$ cat src/rtl/project_pkg.sv
// Shared types and constants for the SRAM stage sequencer and its helpers.
package project_pkg;

    localparam int SRAM_ADDR_W = 18;
    localparam int SRAM_DATA_W = 16;

    typedef enum logic [2:0] {
        S_IDLE     = 3'd0,
        S_UART_RX  = 3'd1,
        S_M1_START = 3'd2,
        S_M1_WAIT  = 3'd3,
        S_M2_START = 3'd4,
        S_M2_WAIT  = 3'd5
    } seq_state_t;

endpackage

$ cat src/rtl/uart_timeout_counter.sv
// Idle-cycle counter for UART end-of-file detection; expired_o is high while
// the count sits at TERMINAL_COUNT-1. Clear has priority over enable.
module uart_timeout_counter #(
    parameter int unsigned TERMINAL_COUNT = 50_000_000
) (
    input  logic clk_i,
    input  logic rst_ni,
    input  logic clear_i,
    input  logic enable_i,
    output logic expired_o
);

    localparam int CNT_W = (TERMINAL_COUNT > 1) ? $clog2(TERMINAL_COUNT) : 1;
    localparam logic [CNT_W-1:0] LAST = CNT_W'(TERMINAL_COUNT - 1);

    logic [CNT_W-1:0] count_q, count_d;

    always_comb begin
        count_d = count_q;
        if (clear_i) begin
            count_d = '0;
        end else if (enable_i) begin
            count_d = count_q + CNT_W'(1);
        end
    end

    always_ff @(posedge clk_i or negedge rst_ni) begin
        if (!rst_ni) begin
            count_q <= '0;
        end else begin
            count_q <= count_d;
        end
    end

    assign expired_o = (count_q == LAST);

endmodule

$ cat src/rtl/sram_stage_sequencer.sv
// Top sequencer: UART load -> M1 -> M2 -> VGA, owning the shared SRAM port.
// Define SEQ_CYCLE_COUNT_EN to build the M1+M2 decode cycle counter.
//
// state      | meaning
// S_IDLE     | VGA owns SRAM, waiting for a UART start bit
// S_UART_RX  | UART owns SRAM, timing out idle writes
// S_M1_START | one cycle, M1 start pulse queued, writes blocked
// S_M1_WAIT  | M1 owns SRAM until M1_done
// S_M2_START | one cycle, M2 start pulse queued, writes blocked
// S_M2_WAIT  | M2 owns SRAM until M2_done
module sram_stage_sequencer
    import project_pkg::*;
#(
    parameter int unsigned UART_TIMEOUT_CYCLES = 50_000_000
) (
    input  logic                   Clock,
    input  logic                   Resetn,
    input  logic                   UART_RX_I,
    input  logic                   UART_we_n,
    input  logic [SRAM_ADDR_W-1:0] UART_address,
    input  logic [SRAM_DATA_W-1:0] UART_write_data,
    output logic                   UART_rx_initialize,
    output logic                   UART_rx_enable,
    output logic                   M1_start,
    output logic                   M2_start,
    input  logic                   M1_done,
    input  logic                   M2_done,
    input  logic [SRAM_ADDR_W-1:0] M1_address,
    input  logic [SRAM_ADDR_W-1:0] M2_address,
    input  logic [SRAM_DATA_W-1:0] M1_write_data,
    input  logic [SRAM_DATA_W-1:0] M2_write_data,
    input  logic                   M1_we_n,
    input  logic                   M2_we_n,
    input  logic [SRAM_ADDR_W-1:0] VGA_address,
    output logic                   VGA_enable,
    output logic [SRAM_ADDR_W-1:0] SRAM_address,
    output logic [SRAM_DATA_W-1:0] SRAM_write_data,
    output logic                   SRAM_we_n,
    output logic [2:0]             seq_state,
    output logic                   busy,
    output logic [31:0]            decode_cycles
);

    seq_state_t state_q, state_d;
    logic init_q, init_d;
    logic rx_en_q, rx_en_d;
    logic m1_start_q, m1_start_d;
    logic m2_start_q, m2_start_d;
    logic vga_en_q, vga_en_d;
    logic timer_clear, timer_en, timer_expired;

    uart_timeout_counter #(
        .TERMINAL_COUNT(UART_TIMEOUT_CYCLES)
    ) u_timeout (
        .clk_i    (Clock),
        .rst_ni   (Resetn),
        .clear_i  (timer_clear),
        .enable_i (timer_en),
        .expired_o(timer_expired)
    );

    always_comb begin
        state_d     = state_q;
        init_d      = 1'b0;
        rx_en_d     = 1'b0;
        m1_start_d  = 1'b0;
        m2_start_d  = 1'b0;
        vga_en_d    = vga_en_q;
        timer_clear = 1'b0;
        timer_en    = 1'b0;
        case (state_q)
            S_IDLE: begin
                timer_clear = 1'b1;
                if (!UART_RX_I) begin
                    init_d   = 1'b1;
                    vga_en_d = 1'b0;
                    state_d  = S_UART_RX;
                end
            end
            S_UART_RX: begin
                rx_en_d     = init_q;
                timer_en    = 1'b1;
                timer_clear = !UART_we_n;
                // a write landing on the terminal cycle restarts the wait
                if (timer_expired && UART_we_n) begin
                    state_d = S_M1_START;
                end
            end
            S_M1_START: begin
                m1_start_d = 1'b1;
                state_d    = S_M1_WAIT;
            end
            S_M1_WAIT: begin
                if (M1_done) begin
                    state_d = S_M2_START;
                end
            end
            S_M2_START: begin
                m2_start_d = 1'b1;
                state_d    = S_M2_WAIT;
            end
            S_M2_WAIT: begin
                if (M2_done) begin
                    state_d  = S_IDLE;
                    vga_en_d = 1'b1;
                end
            end
            default: state_d = S_IDLE;
        endcase
    end

    always_ff @(posedge Clock or negedge Resetn) begin
        if (!Resetn) begin
            state_q    <= S_IDLE;
            init_q     <= 1'b0;
            rx_en_q    <= 1'b0;
            m1_start_q <= 1'b0;
            m2_start_q <= 1'b0;
            vga_en_q   <= 1'b1;
        end else begin
            state_q    <= state_d;
            init_q     <= init_d;
            rx_en_q    <= rx_en_d;
            m1_start_q <= m1_start_d;
            m2_start_q <= m2_start_d;
            vga_en_q   <= vga_en_d;
        end
    end

    always_comb begin
        SRAM_address    = VGA_address;
        SRAM_write_data = '0;
        SRAM_we_n       = 1'b1;
        case (state_q)
            S_UART_RX: begin
                SRAM_address    = UART_address;
                SRAM_write_data = UART_write_data;
                SRAM_we_n       = UART_we_n;
            end
            S_M1_START: begin
                SRAM_address    = M1_address;
                SRAM_write_data = M1_write_data;
            end
            S_M1_WAIT: begin
                SRAM_address    = M1_address;
                SRAM_write_data = M1_write_data;
                SRAM_we_n       = M1_we_n;
            end
            S_M2_START: begin
                SRAM_address    = M2_address;
                SRAM_write_data = M2_write_data;
            end
            S_M2_WAIT: begin
                SRAM_address    = M2_address;
                SRAM_write_data = M2_write_data;
                SRAM_we_n       = M2_we_n;
            end
            default: ;
        endcase
    end

    assign UART_rx_initialize = init_q;
    assign UART_rx_enable     = rx_en_q;
    assign M1_start           = m1_start_q;
    assign M2_start           = m2_start_q;
    assign VGA_enable         = vga_en_q;
    assign seq_state          = state_q;
    assign busy               = (state_q != S_IDLE);

`ifdef SEQ_CYCLE_COUNT_EN
    logic [31:0] cyc_q, cyc_d;
    logic        in_decode;

    assign in_decode = (state_q == S_M1_START) || (state_q == S_M1_WAIT) ||
                       (state_q == S_M2_START) || (state_q == S_M2_WAIT);

    always_comb begin
        cyc_d = cyc_q;
        if ((state_d == S_M1_START) && (state_q != S_M1_START)) begin
            cyc_d = '0;
        end else if (in_decode && (cyc_q != 32'hFFFF_FFFF)) begin
            cyc_d = cyc_q + 32'd1;
        end
    end

    always_ff @(posedge Clock or negedge Resetn) begin
        if (!Resetn) begin
            cyc_q <= '0;
        end else begin
            cyc_q <= cyc_d;
        end
    end

    assign decode_cycles = cyc_q;
`else
    assign decode_cycles = '0;
`endif

endmodule
$ cat config.mk
export PLATFORM = sky130hd
export DESIGN_NAME = sram_stage_sequencer
export DESIGN_NICKNAME = d
export VERILOG_FILES = /design/src/rtl/project_pkg.sv /design/src/rtl/uart_timeout_counter.sv /design/src/rtl/sram_stage_sequencer.sv
export SDC_FILE = /design/constraint.sdc
export NUM_CORES = 1
export LEC_CHECK = 0
export ABC_AREA = 1
export BUFFER_PORTS_ARGS = -buffer_cell sky130_fd_sc_hd__buf_2
export CAP_MARGIN = 25
export CELL_PAD_IN_SITES_DETAIL_PLACEMENT = 0
export CELL_PAD_IN_SITES_GLOBAL_PLACEMENT = 1
export CORE_MARGIN = 3
export CORE_UTILIZATION = 30
export DETAILED_ROUTE_END_ITERATION = 10
export GPL_TIMING_DRIVEN = 0
export PLACE_DENSITY_LB_ADDON = 0.1
export SYNTH_ARGS = -nofsm -noshare
export SYNTH_HDL_FRONTEND = slang
export SYNTH_HIERARCHICAL = 1
export SYNTH_SLANG_ARGS = --single-unit
$ cat constraint.sdc
create_clock -name Clock -period 5.3 [get_ports Clock]
set_input_delay 0.795 -clock Clock [delete_from_list [all_inputs] [get_ports Clock]]
set_output_delay 0.795 -clock Clock [all_outputs]
set_load 0.03 [all_outputs]
==> results of run 1 <==
-- worst min-delay path by stage --
| stage | endpoint | slack, ns | cells after the start |
|---|---|---|---|
| after CTS | VGA_enable$_DFFE_PN1P_ | 0.49 | 2 |
| final | VGA_enable$_DFFE_PN1P_ | 0.48 | 2 |
| after global routing | UART_rx_enable$_DFF_PN0_ | 0.51 | 2 |
| after detailed placement | VGA_enable$_DFFE_PN1P_ | 0.48 | 2 |
| after global placement | VGA_enable$_DFFE_PN1P_ | 0.47 | 2 |
| after floorplan | u_timeout/count_q[12]$_DFFE_PN0P_ | 0.45 | 1 |
-- cells by family after synthesis --
logic type,count (synthesis)
adders and majority gates,4
other,1
xor gates and xnor gates,1
and+or+nand+nor,308
DFF,34
AOI/OAI and AO/OA,68
buffers and inverters,90
-- sequential cells by signal (all words and copies together) (netlist names) --
signal	count
M1_start	1
UART_rx_enable	1
u_timeout/count_q	26
seq_state	3
M2_start	1
UART_rx_initialize	1
VGA_enable	1
-- routing by layer --
metal | wire [um] | up-vias | GRT usage (%)
met1 | 4770 | 1710 | 23.2
met4 | 151 | 0 | 4.72
met5 | 0 | - | 0
met2 | 5680 | 134 | 31.3
li1 | - | 1991 | -
met3 | 724 | 10 | 3.70
-- stage by stage --
step	hold WS (ns)	cell area, um2	setup WS, ns	cells	util (%)
6_report	0.484	4450	1.95	852	42.9
2_1_floorplan	0.455	3340	2.40	537	-
4_1_cts	0.490	4450	1.94	852	42.9
3_5_place_dp	0.479	4370	2.27	844	42.1
5_1_grt	0.515	4450	1.76	852	42.9
3_3_place_gp	0.472	4370	2.28	844	42.1
-- critical path, stage by stage, from the launching register on --
cell	delay, ns
dfrtp_1	0.41
buf_4	0.18
inv_1	0.22
ha_1	0.20
clkbuf_1	0.28
clkbuf_1	0.42
a22o_1	0.24
nand2_1	0.06
nand3_1	0.07
buf_2	0.19
-- cell usage in the layout, fill, tap and decap left out, types with 10 or more instances in the layout --
cell	instances
nor2_1	58
nand2_1	181
buf_2	176
a21oi_1	17
o21ai_0	15
dfrtp_1	33
buf_4	34
conb_1	32
a22o_1	31
nand3_1	35
clkbuf_1	10
inv_1	35
-- power breakdown --
| group | total [mW] | internal, mW | switching, mW |
|---|---|---|---|
| clock network | 0.185 | 0.0911 | 0.0944 |
| registers | 0.318 | 0.291 | 0.0267 |
| logic | 1.94 | 0.585 | 1.35 |
| total | 2.44 | 0.967 | 1.47 |
-- area by class of cell --
cell class	instances	area (um2)
tap	136	170
sequential	34	852
clock buffer	6	72.6
timing repair buffer	171	856
inverter	38	145
fill	1148	5920
clock inverter	2	10.0
multi-input combinational	413	1980
buffer	52	359
==> out/metrics.yaml, run 1 <==
status:
  status: "finished clean"
clocking:
  post_cts_resized: 0
  cts_buffers: 5
  cts_setup_buffers: 0
  clock_latency_ns: 0.28
  cts-htree-levels: 2
  clk_pin_slew_worst_paths_ns: 0.07
  cts-hold-fix-buffers: 0
  clockRootBuffer: "clkbuf_8"
  clock_sinks: 34
  cts_tree: "done"
  cts_buffer_depth: 2
grt:
  grt_pass1_wl_um: 17700
  grt_pass1_vias: 3726
  gr-usage-all-layers_pct: 18.2
  grt_start_max_net_pins: 35
  antenna_found_initial: 0
  gr-total-overflow: 0
floorplan:
  start_util_pct: 31.1
  dieWidth_um: 110
  core_mm2: 0.0104
  ioPinCount: 204
  die_h_um: 110
  rows: 37
  dieArea_mm2: 0.0120
synthesis:
  synthAdderAreaFrac_pct: 1.55
  synth_compound_area_share_pct: 14.2
  ys_async_sr_fraction_pct: 100
  synthMuxAreaShare_pct: 0
  synth-simple-area-share_pct: 41.7
  synth_ff_type: "dfrtp_1"
  synth_top_family_by_area: "simple AND/OR/NAND/NOR gates"
  synth-seq-cells: 34
  netlist_area_mm2: 0.00322
  synth_top_cells_by_count: "nand2_1 (181), nor2_1 (58), inv_1 (35), nand3_1 (35), buf_4 (34)"
  ys_seq_area_share_pct: 26.4
  synth_xor_area_share_pct: 0.272
  yosys.area.top_type_share_pct: 25.6
  synth_edf_count: 0
  ys_warn_count: 6
  yosysMostFrequentCell: "nand2_1"
  synth_area_per_cell_um2: 6.37
  synth_cell_types: 32
  syn_inst: 506
  ys_top_cells_by_area: "dfrtp_1 (26%), nand2_1 (21%), a22o_1 (8.4%), buf_4 (7.9%), nor2_1 (6.8%)"
  yosysTopAreaCell: "dfrtp_1"
layout:
  diodes: 0
  final_nets: 847
  drive_gt1_share_pct: 34.1
  area_growth_pct: 38.0
critical_path:
  critPathArrivalTime_ns: 2.56
  reg2reg_setup_slack_ns: 2.59
  critPathKind: "register to output pin"
  cp-start-kind: "register"
  cp_max_fo: 10
  r2r-end: "u_timeout/count_q[21]$_DFFE_PN0P_"
  r2r-start: "seq_state[2]$_DFFE_PN0P_"
  crit_end: "SRAM_address[2]"
  worstSetupStartpoint: "seq_state[2]$_DFFE_PN0P_"
  cp.required_ns: 4.51
  ff2ff_path_depth: 12
  end_kind: "output pin"
timing:
  drv_slew: 0
  skew_ns: 0.00776
  slew-limit-headroom_pct: 47.7
  fin_crit_ns: 3.35
  tightest_slew_ns: 0.784
  setup-tns-final_ns: 0
  setup_viol: 0
  rsz0062_at_grt: "false"
  fmax_mhz: 298
  period_share_pct: 63.2
  hold_viol: 0
placed_design:
  place.gp.congestion: 0.807
  hpwl_um: 9450
  portBuffers: 171
power:
  p_leak_nw: 2.47
  p_total_mw: 2.44
  ir_drop_uv: 304
  power_density_mw_per_mm2: 548
route:
  ant_nets: 0
  initialDrtViolationCount: 194
  routed_wl_um: 11300
  drt_pass1_iterations: 4
  dr_total_vias: 3845
  vias_per_cell: 4.51
  wire_per_inst_um: 13.3
  drc: 0
flow_run:
  maxCapViolations: 0
min_path:
  min_from: "VGA_enable$_DFFE_PN1P_"
  hp-class: "register to register"
Note: power is estimated with default switching activity, not from simulation.
==> run 2, diff against run 1 <==
CORE_UTILIZATION = 25   (was 30)
clock period = 2.9 ns   (was 5.3 ns; I/O delays follow)
==> run 2 against run 1 <==
Compared with the run above: sequential power rose by 83%; sequential cell count stayed put; clock skew about the same; utilization decreased by 5.9 points; via count decreased by 0.47%; first-iteration DRC count is 8.8% lower; final cell count rose by 3.5%; die area increased by 19%; largest power group unchanged; highest routed layer unchanged.
==> out/metrics.yaml, run 2 (synthesis results as in run 1) <==
status:
  status: "finished clean"
floorplan:
  core_mm2: 0.0123
  start_util_pct: 26.2
  die_h_um: 120
  rows: 40
  dieWidth_um: 120
  dieArea_mm2: 0.0143
  ioPinCount: 204
timing:
  drv_slew: 0
  hold_viol: 0
  skew_ns: 0.00739
  setup-tns-final_ns: 0
  rsz0062_at_grt: "false"
  tightest_slew_ns: 0.797
  fmax_mhz: 373
  period_share_pct: 92.5
  setup_viol: 0
  slew-limit-headroom_pct: 46.9
  fin_crit_ns: 2.68
layout:
  mostFrequentLayoutCell: "nand2_1"
  diodes: 0
  largest_reg_flops: 26
  area_growth_pct: 41.4
  final_util_pct: 37.0
  drive_gt1_share_pct: 35.2
  num-fill-cells: 1367
  final_nets: 845
  final_cell_count_no_fill: 882
  design_area_mm2: 0.00456
  most-common-layout-cells: "nand2_1 (181), buf_2 (176), nor2_1 (58), inv_1 (35), nand3_1 (35)"
  max_flop_register: "u_timeout/count_q"
  seq_area_um2: 852
  multi_input_area_mm2: 0.00199
clocking:
  cts-htree-levels: 2
  clk_pin_slew_worst_paths_ns: 0.06
  cts_buffer_depth: 2
  cts_buffers: 5
  cts_setup_buffers: 0
  clockRootBuffer: "clkbuf_16"
  cts_tree: "done"
  clock_sinks: 34
  clock_latency_ns: 0.28
placed_design:
  post_dp_cell_area_mm2: 0.00441
  place.gp.congestion: 0.824
  portBuffers: 171
  hpwl_um: 9850
  placedCellCount: 876
critical_path:
  reg2reg_setup_slack_ns: 0.39
  cp.required_ns: 2.47
  cp_max_fo: 10
  critPathArrivalTime_ns: 2.25
  path_buf_inv: 4
  ff2ff_path_depth: 12
  end_kind: "output pin"
  slowest_delay_ns: 0.39
  r2r-start: "seq_state[2]$_DFFE_PN0P_"
  worstSetupStartpoint: "seq_state[2]$_DFFE_PN0P_"
  cp.depth: 8
  slowest_stage: "dfrtp_1"
  crit_family: "buffers and inverters"
  crit_chain: "buf_4 > inv_1 > ha_1 > clkbuf_2 > a22o_1 > nand2_1 > nand3_1 > buf_2"
  critPathKind: "register to output pin"
  cp-start-kind: "register"
  r2r-end: "u_timeout/count_q[21]$_DFFE_PN0P_"
  crit_end: "SRAM_address[12]"
power:
  ir_drop_uv: 622
  p_total_mw: 4.71
  p_leak_nw: 2.52
  switching_share_pct: 58.4
  pwr-share-clk_pct: 11.4
  seq_power_share_pct: 12.4
  power_switching_mw: 2.75
  p_int_mw: 1.96
  power_density_mw_per_mm2: 1030
  combPwrFrac_pct: 76.2
route:
  wire_per_inst_um: 13.4
  vias_per_cell: 4.34
  initialDrtViolationCount: 177
  drc: 0
  routed_wl_um: 11800
  ant_nets: 0
  drt_pass1_iterations: 4
  dr_total_vias: 3827
grt:
  grt_pass1_vias: 3702
  gr-total-overflow: 0
  grt_pass1_wl_um: 18700
  grt_start_max_net_pins: 35
  gr-usage-all-layers_pct: 15.9
  antenna_found_initial: 0
flow_run:
  maxCapViolations: 0
min_path:
  hp-class: "input port to async pin"
-- run 2: power groups by stage --
stage / registers, mW / logic [mW] / clock network (mW)
after global routing: 0.592 / 3.91 / 0.578
after global placement: 0.588 / 3.61 / 0
after detailed placement: 0.590 / 3.60 / 0
final: 0.582 / 3.59 / 0.537
after floorplan: 0.663 / 2.49 / 0
after CTS: 0.582 / 3.62 / 0.556
-- run 2: layout make-up --
cell class	instances	area share (%)
multi-input combinational	413	43.6
timing repair buffer	171	18.8
tap	168	4.61
buffer	50	7.88
clock inverter	1	0.110
sequential	34	18.7
inverter	38	3.19
clock buffer	7	3.13
-- run 2: worst register-to-register path, cell delays in order, from the launching register on --
cell and delay [ns]:
dfrtp_1 0.39, buf_4 0.18, inv_1 0.22, nand2_4 0.11
or2_2 0.29, a21boi_2 0.36, nor2_4 0.14, nor2_4 0.23
nand2_2 0.12, nor2_1 0.17, nand3_1 0.09, nand2_1 0.06
nor2_1 0.04
-- run 2: per-layer routing --
metal	vias to the layer above	GRT usage [%]	share of wire, %
met5	-	0	0
li1	1981	-	-
met3	7	3.30	6.3
met2	129	28.2	50
met4	0	2.79	0.69
met1	1710	20.1	43
-- run 2: timing repair --
action / 4_1_cts / 5_1_grt
endpoints found under the setup margin: 30 / 32
hold buffers: 0 / 0
gates resized for setup: 4 / 5
-- run 2: worst min path at each step --
stage	startpoint	to	depth (start not counted)
floorplan	Resetn	M1_start$_DFF_PN0_	0
global placement	VGA_enable$_DFFE_PN1P_	VGA_enable$_DFFE_PN1P_	2
detailed placement	VGA_enable$_DFFE_PN1P_	VGA_enable$_DFFE_PN1P_	2
CTS	Resetn	u_timeout/count_q[13]$_DFFE_PN0P_	1
global route	Resetn	u_timeout/count_q[13]$_DFFE_PN0P_	1
finish	Resetn	u_timeout/count_q[13]$_DFFE_PN0P_	1
-- run 2: per-stage QoR --
| step | setup WS (ns) | hold WS, ns |
|---|---|---|
| 3_5_place_dp | 0.172 | 0.468 |
| 6_report | 0.218 | 0.243 |
| 3_3_place_gp | 0.160 | 0.464 |
| 2_1_floorplan | 0.360 | 0.139 |
| 5_1_grt | 0.00297 | 0.308 |
| 4_1_cts | 0.0229 | 0.276 |
